### src/rtl/mask_rle_encoder.sv
// rtl/mask_rle_encoder.sv - run-length encodes raster segment IDs into 40-bit mask records
// and serializes them as paced 16-bit ioctl words for the mask loader.
module mask_rle_encoder #(
    parameter int FIFO_DEPTH      = 4,
    parameter int WR_GAP          = 3,
    parameter int EMIT_TERMINATOR = 1
) (
    input  logic        clk,
    input  logic        reset,
    input  logic        pix_valid,
    output logic        pix_ready,
    input  logic [9:0]  pix_x,
    input  logic [9:0]  pix_y,
    input  logic [9:0]  pix_id,
    input  logic        pix_present,
    input  logic        flush,
    output logic        ioctl_wr,
    output logic [15:0] ioctl_dout,
    output logic        busy,
    output logic        done
);
    localparam int AW = (FIFO_DEPTH > 1) ? $clog2(FIFO_DEPTH) : 1;
    localparam int CW = AW + 1;
    localparam int GW = $clog2(WR_GAP + 1);
    localparam logic [CW-1:0] FIFO_FULL  = CW'(FIFO_DEPTH);
    localparam logic [CW-1:0] FIFO_ROOM2 = CW'(FIFO_DEPTH - 2);
    localparam logic [GW-1:0] GAP_MAX    = GW'(WR_GAP);
    localparam logic [GW-1:0] GAP_OK     = GW'(WR_GAP - 1);
    localparam logic [39:0]   TERM_REC   = {10'd1, 10'h3FF, 10'h3FF, 10'd0};

    typedef enum logic [1:0] {S_IDLE, S_TERM, S_DRAIN, S_DONE} state_t;
    state_t state_q, state_d;

    logic          run_open_q;
    logic [9:0]    run_id_q, run_x0_q, run_y_q, run_len_q, run_last_x_q;
    logic [39:0]   fifo_mem_q [FIFO_DEPTH];
    logic [AW-1:0] wr_ptr_q, rd_ptr_q;
    logic [CW-1:0] fifo_cnt_q;
    logic [47:0]   buf_q;
    logic [2:0]    buf_cnt_q;
    logic [GW-1:0] gap_q;
    logic          wr_q;
    logic [15:0]   dout_q;

    logic        accept, flush_go, extend, close_run, term_push, push, pop;
    logic        gap_ok, emit_word, emit_pad, fire;
    logic [39:0] push_rec;

    assign accept    = pix_valid && pix_ready;
    assign flush_go  = flush && !pix_valid && (state_q == S_IDLE);
    // Widened compare so last_x = 1023 never wraps into a continuation at x = 0.
    assign extend    = run_open_q && (pix_id == run_id_q) && (pix_y == run_y_q)
                     && ({1'b0, pix_x} == ({1'b0, run_last_x_q} + 11'd1))
                     && (run_len_q != 10'h3FF);
    assign close_run = run_open_q && ((accept && !(pix_present && extend)) || flush_go);
    assign term_push = (state_q == S_TERM) && (fifo_cnt_q != FIFO_FULL);
    assign push      = close_run || term_push;
    assign push_rec  = term_push ? TERM_REC : {run_len_q, run_y_q, run_x0_q, run_id_q};
    // buf_q holds at most one carried byte below a freshly loaded record.
    assign pop       = (fifo_cnt_q != '0) && (buf_cnt_q <= 3'd1);
    assign gap_ok    = gap_q >= GAP_OK;
    assign emit_word = (buf_cnt_q >= 3'd2) && gap_ok;
    assign emit_pad  = (state_q == S_DRAIN) && (fifo_cnt_q == '0) && (buf_cnt_q == 3'd1) && gap_ok;
    assign fire      = emit_word || emit_pad;

    always_ff @(posedge clk) begin
        if (reset) state_q <= S_IDLE;
        else       state_q <= state_d;
    end

    always_comb begin
        state_d = state_q;
        case (state_q)
            S_IDLE:  if (flush_go) state_d = (EMIT_TERMINATOR != 0) ? S_TERM : S_DRAIN;
            S_TERM:  if (term_push) state_d = S_DRAIN;
            S_DRAIN: if ((fifo_cnt_q == '0) && (buf_cnt_q == 3'd0)) state_d = S_DONE;
            S_DONE:  state_d = S_IDLE;
            default: state_d = S_IDLE;
        endcase
    end

    always_comb begin
        pix_ready = !reset && (fifo_cnt_q <= FIFO_ROOM2) && (state_q == S_IDLE);
        busy      = run_open_q || (fifo_cnt_q != '0) || (buf_cnt_q != 3'd0)
                  || (state_q == S_TERM) || (state_q == S_DRAIN);
        done      = (state_q == S_DONE);
    end

    always_ff @(posedge clk) begin
        if (push) fifo_mem_q[wr_ptr_q] <= push_rec;
    end

    always_ff @(posedge clk) begin
        if (reset) begin
            run_open_q   <= 1'b0;
            run_id_q     <= '0;
            run_x0_q     <= '0;
            run_y_q      <= '0;
            run_len_q    <= '0;
            run_last_x_q <= '0;
            wr_ptr_q     <= '0;
            rd_ptr_q     <= '0;
            fifo_cnt_q   <= '0;
            buf_q        <= '0;
            buf_cnt_q    <= '0;
            gap_q        <= GAP_MAX;
            wr_q         <= 1'b0;
            dout_q       <= '0;
        end else begin
            if (accept && pix_present) begin
                if (extend) begin
                    run_len_q    <= run_len_q + 10'd1;
                    run_last_x_q <= pix_x;
                end else begin
                    run_open_q   <= 1'b1;
                    run_id_q     <= pix_id;
                    run_x0_q     <= pix_x;
                    run_y_q      <= pix_y;
                    run_len_q    <= 10'd1;
                    run_last_x_q <= pix_x;
                end
            end else if (accept || flush_go) begin
                run_open_q <= 1'b0;
            end

            if (push) wr_ptr_q <= wr_ptr_q + AW'(1);
            if (pop)  rd_ptr_q <= rd_ptr_q + AW'(1);
            fifo_cnt_q <= fifo_cnt_q + CW'(push) - CW'(pop);

            if (pop) begin
                buf_q     <= (buf_cnt_q == 3'd1) ? {fifo_mem_q[rd_ptr_q], buf_q[7:0]}
                                                 : {8'h00, fifo_mem_q[rd_ptr_q]};
                buf_cnt_q <= buf_cnt_q + 3'd5;
            end else if (fire) begin
                buf_q     <= {16'h0000, buf_q[47:16]};
                buf_cnt_q <= emit_pad ? 3'd0 : buf_cnt_q - 3'd2;
            end

            wr_q <= fire;
            if (fire) dout_q <= emit_pad ? {8'h00, buf_q[7:0]} : buf_q[15:0];
            gap_q <= fire ? '0 : ((gap_q == GAP_MAX) ? gap_q : gap_q + GW'(1));
        end
    end

    assign ioctl_wr   = wr_q && !reset;
    assign ioctl_dout = dout_q;

endmodule

### config.mk
export PLATFORM = sky130hd
export DESIGN_NAME = mask_rle_encoder
export DESIGN_NICKNAME = d
export VERILOG_FILES = /design/src/rtl/mask_rle_encoder.sv
export SDC_FILE = /design/constraint.sdc
export NUM_CORES = 1
export LEC_CHECK = 0
export BUFFER_PORTS_ARGS = -buffer_cell sky130_fd_sc_hd__buf_4
export CAP_MARGIN = 30
export CORE_ASPECT_RATIO = 0.9
export CORE_MARGIN = 1
export CORE_UTILIZATION = 60
export CTS_BUF_LIST = sky130_fd_sc_hd__clkbuf_8 sky130_fd_sc_hd__clkbuf_16
export DETAILED_ROUTE_END_ITERATION = 8
export PLACE_DENSITY = 0.78
export RECOVER_POWER = 25
export SYNTH_ARGS = -nofsm -noshare
export SYNTH_HDL_FRONTEND = slang
export SYNTH_SLANG_ARGS = --single-unit
### constraint.sdc
create_clock -name clk -period 9.67 [get_ports clk]
set_clock_uncertainty 0.2 [all_clocks]
set_input_delay 0.967 -clock clk [delete_from_list [all_inputs] [get_ports clk]]
set_output_delay 0.967 -clock clk [all_outputs]
set_load 0.05 [all_outputs]
==> results.cfg <==
[outcome]
status = finished with violations
violations = design-rule violations, max-capacitance violations, max-slew violations

[pwr]
power.density_nw_per_um2 = 282
combPwrFrac_pct = 30.7
ir_worst_vdd_mv = 0.187
power_leakage_uw = 0.00490
seqPwrFrac_pct = 41.7
p_sw_share_pct = 33.0
power.switching_uw = 1300
pwr-share-clk_pct = 27.6
internal_power_uw = 2650

[cells_and_area]
syn_to_final_growth_pct = 12.6
final_common_cell = edfxtp_1
drive_gt1_share_pct = 19.5
n_antenna_cell = 0
final_nets = 1077
final_cell_mix = edfxtp_1, dfxtp_1, nand2_1
fill_cells = 1393

[min_path]
min_path_type = register to register
hold_start = buf_q[8]

[synthesis]
synth_adder_area_share_pct = 2.17
ys_seq_area_share_pct = 59.9
syn-num-nets = 1041
synthMuxAreaShare_pct = 8.86
synth.distinct_cells = 66
synth_xor_area_share_pct = 2.93
synthArstFlopShare_pct = 0
synth_edf_count = 160
synth_top_area_share_pct = 38.6
synth_compound_area_share_pct = 10.6
synth-seq-cells = 292
synth-simple-area-share_pct = 12.7
synthTopCellsByArea = edfxtp_1, dfxtp_1, mux4_2
ys.flop_type = edfxtp_1
yosys.area.top_type = edfxtp_1
syn_avg_cell_area_um2 = 12.6
synth_cells = 985
synth_area_um2 = 12400
ys_warn_count = 0
synth_top_family_by_area = simple AND/OR/NAND/NOR gates

[worst_setup_path]
cp-end-kind = register
r2r_cells = 11
startpoint = state_q[1]
r2r_slack_ps = 5310
path_max_fanout = 41
crit_end = fifo_cnt_q[1]
timing.rr.end = fifo_cnt_q[1]
reg2reg_from = state_q[1]
crit_required_ps = 9860
crit_path_start_kind = register
arrival_ps = 4550
crit_type = register to register

[drt]
via_per_inst = 6.20
wl_per_cell_um = 20.6
vias = 8046
dr.pass1.iters = 9
drtIter0Drc = 913
wl_um = 26700
remaining_drc_errors = 1
drtAntennaViolNets = 0

[place]
dp_hpwl_um = 16800
portBuffers = 54
dp_worst_setup_slack_ps = 5130
routabilityCongestion = 0.824

[run]
cap_viol_max_count = 1

[sta]
fin_ws_ps = 5310
finalSetupViolations = 0
tns_ps = 0
finalHoldViolations = 0
slew_headroom_pct = -23.8
slew_viol_final = 42
finalCritPeriodShare_pct = 45.0
min_period_ps = 4360
max_freq_mhz = 230
rsz0062_at_grt = false
worst_slew_pin_slew_ps = 1860

[clock_tree]
cts_inserted_buffers = 28
cts_resized = 0
clock_latency_ps = 530
cts_root_buffer = clkbuf_16
clock_sinks = 292
h-tree-depth = 1
cts.path.max_buffers = 3
cts_hold_buf = 0
tritoncts = built
clkSlewWorstSetupHoldPaths_ps = 60
post_cts_buffers = 0

[grt]
grt_usage_pct = 25.6
grt_pass1_vias = 7672
grt_max_degree = 67
antenna_found_initial = 0
gr-total-overflow = 0
grt_pass1_wl_um = 42500

[floorplan]
core.rowCount = 49
die_y_um = 139
initial_core_util_pct = 61.7
core_um2 = 20200
die_w_um = 154
num_io_pins = 55
fp.dieArea_um2 = 21300
-- worst min-delay path by stage --
| stage | end | depth (start not counted) |
|---|---|---|
| 4_1_cts | buf_q[39] | 2 |
| 5_1_grt | buf_q[20] | 2 |
| 3_5_place_dp | buf_q[39] | 2 |
| 2_1_floorplan | buf_q[24] | 2 |
| 3_3_place_gp | buf_q[21] | 2 |
| 6_report | buf_q[8] | 2 |
-- critical path, stage by stage, from the launching register on --
cell and delay, ps:
dfxtp_1 390, inv_1 80, ha_1 260, nand2_1 80, clkbuf_1 1330, nand3_1 210, o21ai_2 590, ha_1 340
inv_1 60, ha_1 150, fa_1 400, nor2b_1 130
-- metal layers --
layer	part of all wire (%)	up-vias	global-route usage [%]	routed length [µm]
met5	0	-	0	0
met4	1.8	0	5.89	474
met3	6.7	39	3.69	1780
met2	48	309	41.1	12900
met1	43	3956	37.3	11600
li1	-	3742	-	-
-- cells by family after synthesis --
group,Yosys count
xor gates and xnor gates,40
adders and majority gates,21
muxes,60
buffers and inverters,81
DFF,292
AOI/OAI and AO/OA,202
and+or+nand+nor,289
-- area by class of cell --
cell class | count | area [µm²] | area share [%]
repair buffers | 72 | 557 | 3.98
flip-flops and latches | 292 | 7450 | 53.2
well taps | 255 | 319 | 2.28
multi-input cells | 612 | 4680 | 33.4
clock buffers | 34 | 817 | 5.84
clock inverters | 18 | 126 | 0.903
inverters | 15 | 56.3 | 0.402
-- power by group through the flow --
| stage | logic (µW) | registers [µW] | clock network [µW] |
|---|---|---|---|
| detailed placement | 1200 | 1670 | 0 |
| floorplan | 824 | 1680 | 0 |
| CTS | 1210 | 1640 | 1110 |
| global placement | 1160 | 1660 | 0 |
| global route | 1330 | 1670 | 1150 |
| finish | 1210 | 1650 | 1090 |
-- cells in the mapped netlist (all sizes together), types with 2 or more instances --
cell type and number:
a2111oi 2, a211o 2, a21o 4, a21oi 89
a222oi 19, a22oi 30, a311oi 5, a31oi 3
and2 21, and3 2, buf 17, clkbuf 49
dfxtp 132, edfxtp 160, ha 20, inv 15
mux2i 19, mux4 40, nand2 84, nand2b 26
nand3 41, nand3b 3, nand4 18, nand4b 2
nor2 55, nor2b 13, nor3 11, nor4 3
o211ai 3, o21a 2, o21ai 35, o31ai 2
or3 3, or4 2, xnor2 30, xor2 9
-- flip-flops by register name, indices dropped and copies added (netlist names), 2 cells and up, named ones only --
register	cells
fifo_mem_q	160
buf_q	48
ioctl_dout	16
run_id_q	10
run_last_x_q	10
run_len_q	10
run_x0_q	10
run_y_q	10
buf_cnt_q	3
fifo_cnt_q	3
gap_q	2
rd_ptr_q	2
state_q	2
wr_ptr_q	2
-- metrics by stage --
stage                     utilization (%)  cell area (µm²)  instances  hold WS [ps]  power, µW
after floorplan                         -            12400        985           232       2510
after global placement               64.6            13000       1245           238       2820
after detailed placement             64.8            13100       1246           244       2870
after CTS                            69.4            14000       1298           254       3960
after global routing                 69.4            14000       1298           274       4140
final                                69.4            14000       1298           251       3950
Power figures use the tool's default switching activity.
